`src/rtl/hazard_scoreboard.sv`:
```
// hazard_scoreboard: ID-stage hazard detect against EX/MEM destination shadow.
// Define FORWARD_EN when the EX/MEM-to-EX bypass exists (load-use stalls only).
module hazard_scoreboard #(
  parameter int NREG_BITS = 4,
  parameter bit IGNORE_R0 = 1'b1,
  parameter int CNT_W     = 16
) (
  input  logic                 clk,
  input  logic                 rst,
  input  logic                 id_valid,
  input  logic [NREG_BITS-1:0] id_src1,
  input  logic                 id_src1_used,
  input  logic [NREG_BITS-1:0] id_src2,
  input  logic                 id_src2_used,
  input  logic [NREG_BITS-1:0] id_dst,
  input  logic                 id_wr,
  input  logic                 id_is_load,
  input  logic                 flush,
  input  logic                 mem_hold,
  output logic                 stall,
  output logic                 ex_valid,
  output logic                 ex_wr,
  output logic                 ex_is_load,
  output logic [NREG_BITS-1:0] ex_dst,
  output logic                 mem_valid,
  output logic                 mem_wr,
  output logic [NREG_BITS-1:0] mem_dst,
  output logic [CNT_W-1:0]     stall_count
);

  function automatic logic hit(
    input logic                 v,
    input logic                 wr,
    input logic [NREG_BITS-1:0] dst,
    input logic                 used,
    input logic [NREG_BITS-1:0] src
  );
    return used && v && wr && (dst == src)
        && !(IGNORE_R0 && (src == '0));
  endfunction

  logic ex_h1, ex_h2;
  logic hz;

  assign ex_h1 = hit(ex_valid, ex_wr, ex_dst,
                     id_src1_used, id_src1);
  assign ex_h2 = hit(ex_valid, ex_wr, ex_dst,
                     id_src2_used, id_src2);

`ifdef FORWARD_EN
  // Bypass covers ALU results; only a load in EX is too late.
  assign hz = ex_is_load && (ex_h1 || ex_h2);
`else
  logic mem_h1, mem_h2;

  assign mem_h1 = hit(mem_valid, mem_wr, mem_dst,
                      id_src1_used, id_src1);
  assign mem_h2 = hit(mem_valid, mem_wr, mem_dst,
                      id_src2_used, id_src2);
  assign hz = ex_h1 || ex_h2 || mem_h1 || mem_h2;
`endif

  assign stall = !rst && id_valid && !flush
              && !mem_hold && hz;

  logic                 nx_valid;
  logic                 nx_wr;
  logic                 nx_load;
  logic [NREG_BITS-1:0] nx_dst;

  always_comb begin
    nx_valid = id_valid;
    nx_wr    = id_wr && id_valid;
    nx_load  = id_is_load && id_valid;
    nx_dst   = id_dst;
    if (flush || stall) begin
      nx_valid = 1'b0;
      nx_wr    = 1'b0;
      nx_load  = 1'b0;
      nx_dst   = '0;
    end
  end

  always_ff @(posedge clk) begin
    if (rst) begin
      ex_valid    <= 1'b0;
      ex_wr       <= 1'b0;
      ex_is_load  <= 1'b0;
      ex_dst      <= '0;
      mem_valid   <= 1'b0;
      mem_wr      <= 1'b0;
      mem_dst     <= '0;
      stall_count <= '0;
    end else if (!mem_hold) begin
      mem_valid  <= ex_valid;
      mem_wr     <= ex_wr;
      mem_dst    <= ex_dst;
      ex_valid   <= nx_valid;
      ex_wr      <= nx_wr;
      ex_is_load <= nx_load;
      ex_dst     <= nx_dst;
      if (stall && (stall_count != '1))
        stall_count <= stall_count + CNT_W'(1);
    end
  end

endmodule

```
`config.mk`:
```
export PLATFORM = sky130hd
export DESIGN_NAME = hazard_scoreboard
export DESIGN_NICKNAME = d
export VERILOG_FILES = /design/src/rtl/hazard_scoreboard.sv
export SDC_FILE = /design/constraint.sdc
export NUM_CORES = 1
export LEC_CHECK = 0
export CAP_MARGIN = 30
export CORE_MARGIN = 2
export CORE_UTILIZATION = 40
export DETAILED_ROUTE_END_ITERATION = 7
export PLACE_DENSITY = 0.81
export REMOVE_ABC_BUFFERS = 1
export SLEW_MARGIN = 20
export SYNTH_ARGS = -nofsm -noshare
export SYNTH_HDL_FRONTEND = slang
export SYNTH_SLANG_ARGS = --single-unit
```
`constraint.sdc`:
```
create_clock -name clk -period 2.25 [get_ports clk]
set_input_delay 0.3375 -clock clk [delete_from_list [all_inputs] [get_ports clk]]
set_output_delay 0.3375 -clock clk [all_outputs]
set_load 0.03 [all_outputs]
```
==> flow_metrics.env <==
export IMPL_status="finished, final reports clean"
export IMPL_drtIter0Drc=75
export IMPL_grt_first_pass_wirelength_mm=6.56
export IMPL_cts_tree="built"
export IMPL_clock_sinks=29
export IMPL_grt_max_degree=32
export IMPL_clkTransAtPathRegs_ps=60
export IMPL_cp_slowest_stage_delay_ps=340
export IMPL_grt_overflow_total=0
export IMPL_design_area_um2=2370
export IMPL_switching_power_uw=260
export IMPL_powerDensity_nw_per_um2=462
export IMPL_slew_viol_final=0
export IMPL_r2r_start="mem_dst[3]"
export IMPL_post_route_drc_count=0
export IMPL_hold_viol_final=0
export IMPL_yosysWarningCount=0
export IMPL_grt_use_total_pct=19.7
export IMPL_reg2reg_depth=9
export IMPL_p_int_uw=835
export IMPL_syn_to_final_growth_pct=53.1
export IMPL_antenna_found_initial=0
export IMPL_path_cells="buf_4, xor2_1, nor3_1, a2bb2oi_1, o22a_2, buf_12, nor2_2, buf_6"
export IMPL_routed_wl_mm=4.26
export IMPL_whs_path_depth=1
export IMPL_setup_ws_ps=62.0
export IMPL_syn_area_um2=1550
export IMPL_skew_ps=4.45
export IMPL_hold_ws_ps=488
export IMPL_die_w_um=66.2
export IMPL_vias_per_cell=5.36
export IMPL_period_needed_ps=2190
export IMPL_yosysTopAreaCell="dfxtp_1"
export IMPL_tightest_slew_ps=514
export IMPL_synth_cell_types=38
export IMPL_port_buffers=50
export IMPL_n_fill_cell=337
export IMPL_seqPwrFrac_pct=48.3
export IMPL_final_nets=267
export IMPL_die_area_um2=4380
export IMPL_clk_latency_ps=280
export IMPL_switching_share_pct=23.7
export IMPL_cap_violations=0
export IMPL_endpoint_kind="output port"
export IMPL_period_share_pct=97.2
export IMPL_layout_drive_gt1_share_pct=16.7
export IMPL_cp_max_fo=6
export IMPL_min_from="ex_is_load"
export IMPL_diodes=0
export IMPL_hpwl_mm=2.90
export IMPL_cts_buffers=5
export IMPL_fp_coreArea_um2=3690
export IMPL_setup_viol=0
export IMPL_tns_ps=0
export IMPL_final_core_util_pct=64.2
export IMPL_ys_seq_elements=29
export IMPL_dr_total_vias=1570
export IMPL_ys_seq_area_share_pct=37.5
export IMPL_critPathKind="reg2out"
export IMPL_reg2reg_slack_ps=90
export IMPL_cp_required_ps=1910
export IMPL_worstPathArrival_ps=1850
export IMPL_fmax_mhz=457
export IMPL_htreeDepth=2
export IMPL_hold_class="reg2reg"
export IMPL_syn_avg_cell_area_um2=8.74
export IMPL_clkPwrFrac_pct=39.4
export IMPL_cts_hold_buf=0
export IMPL_netlist_instances=177
export IMPL_peakVddDrop_mv=0.332
export IMPL_crit_slowest_cell="dfxtp_2"
export IMPL_rows=22
export IMPL_pwr_share_comb_pct=12.2
export IMPL_ioPinCount=51
export IMPL_die_h_um=66.2
export IMPL_clk_path_buf_depth=2
export IMPL_synth_top_area_share_pct=37.5
export IMPL_drtAntennaViolNets=0
export IMPL_synthTopCellsByArea="dfxtp_1 38%, xnor2_1 6.2%, mux2_2 4.4%"
export IMPL_dr_pass1_iters=4
export IMPL_initial_core_util_pct=42.0
export IMPL_place_ws_ps=-382
export IMPL_p_leak_nw=0.903
export IMPL_placed_area_um2=2190
export IMPL_grt_pass1_vias=1460
export IMPL_gp_congestion=0.759
export IMPL_wl_per_cell_um=14.5
export IMPL_hold_path_end="ex_is_load"
export IMPL_root_buffer="clkbuf_8"
export IMPL_timing_rr_end="stall_count[13]"
export IMPL_maxSlewHeadroom_pct=65.7
export IMPL_startpoint_type="flip-flop"
==> how the worst max path moves through the flow <==
stage,depth (start not counted),end,slack (ps),start
6_report,8,stall,60,mem_dst[3]
5_1_grt,8,stall_count[2],-7,ex_dst[1]
4_1_cts,8,stall,0.9,id_src1[3]
3_5_place_dp,8,stall_count[8],-380,id_src2[2]
3_3_place_gp,8,stall_count[3],-330,id_src2[0]
2_1_floorplan,6,stall_count[3],-120,mem_dst[3]
==> registers in the layout, summed over array words and instances (netlist names) <==
name / cells
mem_dst: 4
ex_valid: 1
ex_is_load: 1
ex_wr: 1
ex_dst: 4
mem_valid: 1
mem_wr: 1
stall_count: 16
==> cells by family (layout without fill, tap and decap cells) <==
kind of cell,Yosys count,in the layout,synth area share (%)
simple gates,75,75,26.4
compound gates,32,32,14.5
flops,29,29,37.5
xor+xnor,16,16,9.05
mux,12,12,8.25
buf+inv,12,80,3.56
fa+ha+maj,1,1,0.808
==> synth_stat cells <==
| cell type | number |
|---|---|
| mux2_2 | 6 |
| a21o_1 | 1 |
| o22a_1 | 1 |
| inv_1 | 3 |
| a21oi_1 | 8 |
| nor3_1 | 5 |
| nand4_1 | 1 |
| xor2_1 | 5 |
| nand2b_1 | 2 |
| buf_2 | 2 |
| dfxtp_1 | 29 |
| o41ai_1 | 2 |
| nor4_1 | 2 |
| or4b_1 | 1 |
| o31a_1 | 1 |
| o21a_1 | 1 |
| clkbuf_1 | 6 |
| ha_1 | 1 |
| xnor2_1 | 11 |
| and4_1 | 1 |
| or3_1 | 6 |
| o21ba_2 | 1 |
| a2bb2oi_1 | 1 |
| buf_6 | 1 |
| nand3_1 | 12 |
| o21ai_0 | 6 |
| nor2_1 | 17 |
| nor2b_1 | 7 |
| nor3_2 | 1 |
| nor4b_1 | 2 |
| mux2i_1 | 6 |
| a22o_1 | 6 |
| or4_1 | 6 |
| o31ai_1 | 3 |
| o32a_1 | 1 |
| and3_1 | 2 |
| and2_1 | 2 |
| nand2_1 | 8 |
==> through the flow <==
stage	power, mW	std cells
6_report	1.09	293
3_5_place_dp	0.676	282
3_3_place_gp	0.673	282
5_1_grt	1.14	293
4_1_cts	1.11	291
2_1_floorplan	0.590	168
==> layout by cell type (no fill, tap or decap), drive strengths merged, types with 2 or more instances in the layout <==
cell           instances
and2                   2
xnor2                 11
o41ai                  2
or4                    6
mux2i                  6
a21oi                  8
clkdlybuf4s50         41
mux2                   6
o31ai                  3
xor2                   5
buf                   19
a22o                   6
dlygate4sd2            6
nor4                   2
and3                   2
nand2                  8
clkbuf                 8
nor2                  17
or3                    6
nand2b                 2
inv                    3
dlymetal6s2s           2
nand3                 12
o21ai                  6
nor3                   6
nor2b                  7
nor4b                  2
dfxtp                 29
==> per-layer routing <==
metal	global-route usage (%)	vias up	wire, um
met5	0	-	0
met4	6.63	0	41
met3	5.62	6	340
met2	32.1	65	1890
met1	24.8	723	1980
li1	-	776	-
==> critical path: cells and delay by family, from the launching register on <==
kind / cells / cell delay (ps)
AOI/OAI and AO/OA: 2 / 350
and+or+nand+nor: 2 / 290
xor gates and xnor gates: 1 / 150
buffers and inverters: 3 / 430
DFF: 1 / 340
==> power groups by stage <==
| stage | clock (mW) | sequential [mW] | combinational, mW |
|---|---|---|---|
| 6_report | 0.432 | 0.529 | 0.134 |
| 2_1_floorplan | 0 | 0.551 | 0.0389 |
| 3_5_place_dp | 0 | 0.540 | 0.136 |
| 4_1_cts | 0.445 | 0.529 | 0.134 |
| 5_1_grt | 0.469 | 0.530 | 0.143 |
| 3_3_place_gp | 0 | 0.540 | 0.133 |
==> what timing repair did <==
item                                   4_1_cts  5_1_grt
endpoints found under the hold margin        0        0
resized for setup                            7        8
pin swaps                                    2        6
buffers inserted                             1        1
cloned                                       1        1
setup endpoints to repair                    8        7
==> area by class of cell <==
class	instances	area, um2	share of cell area (%)
sequential	29	584	24.7
multi-input combinational	136	923	39.0
inverter	3	11.3	0.475
tap	48	60.1	2.53
clock buffer	7	86.3	3.64
timing repair buffer	70	704	29.7
No activity file was read; power rests on OpenSTA's default activity.
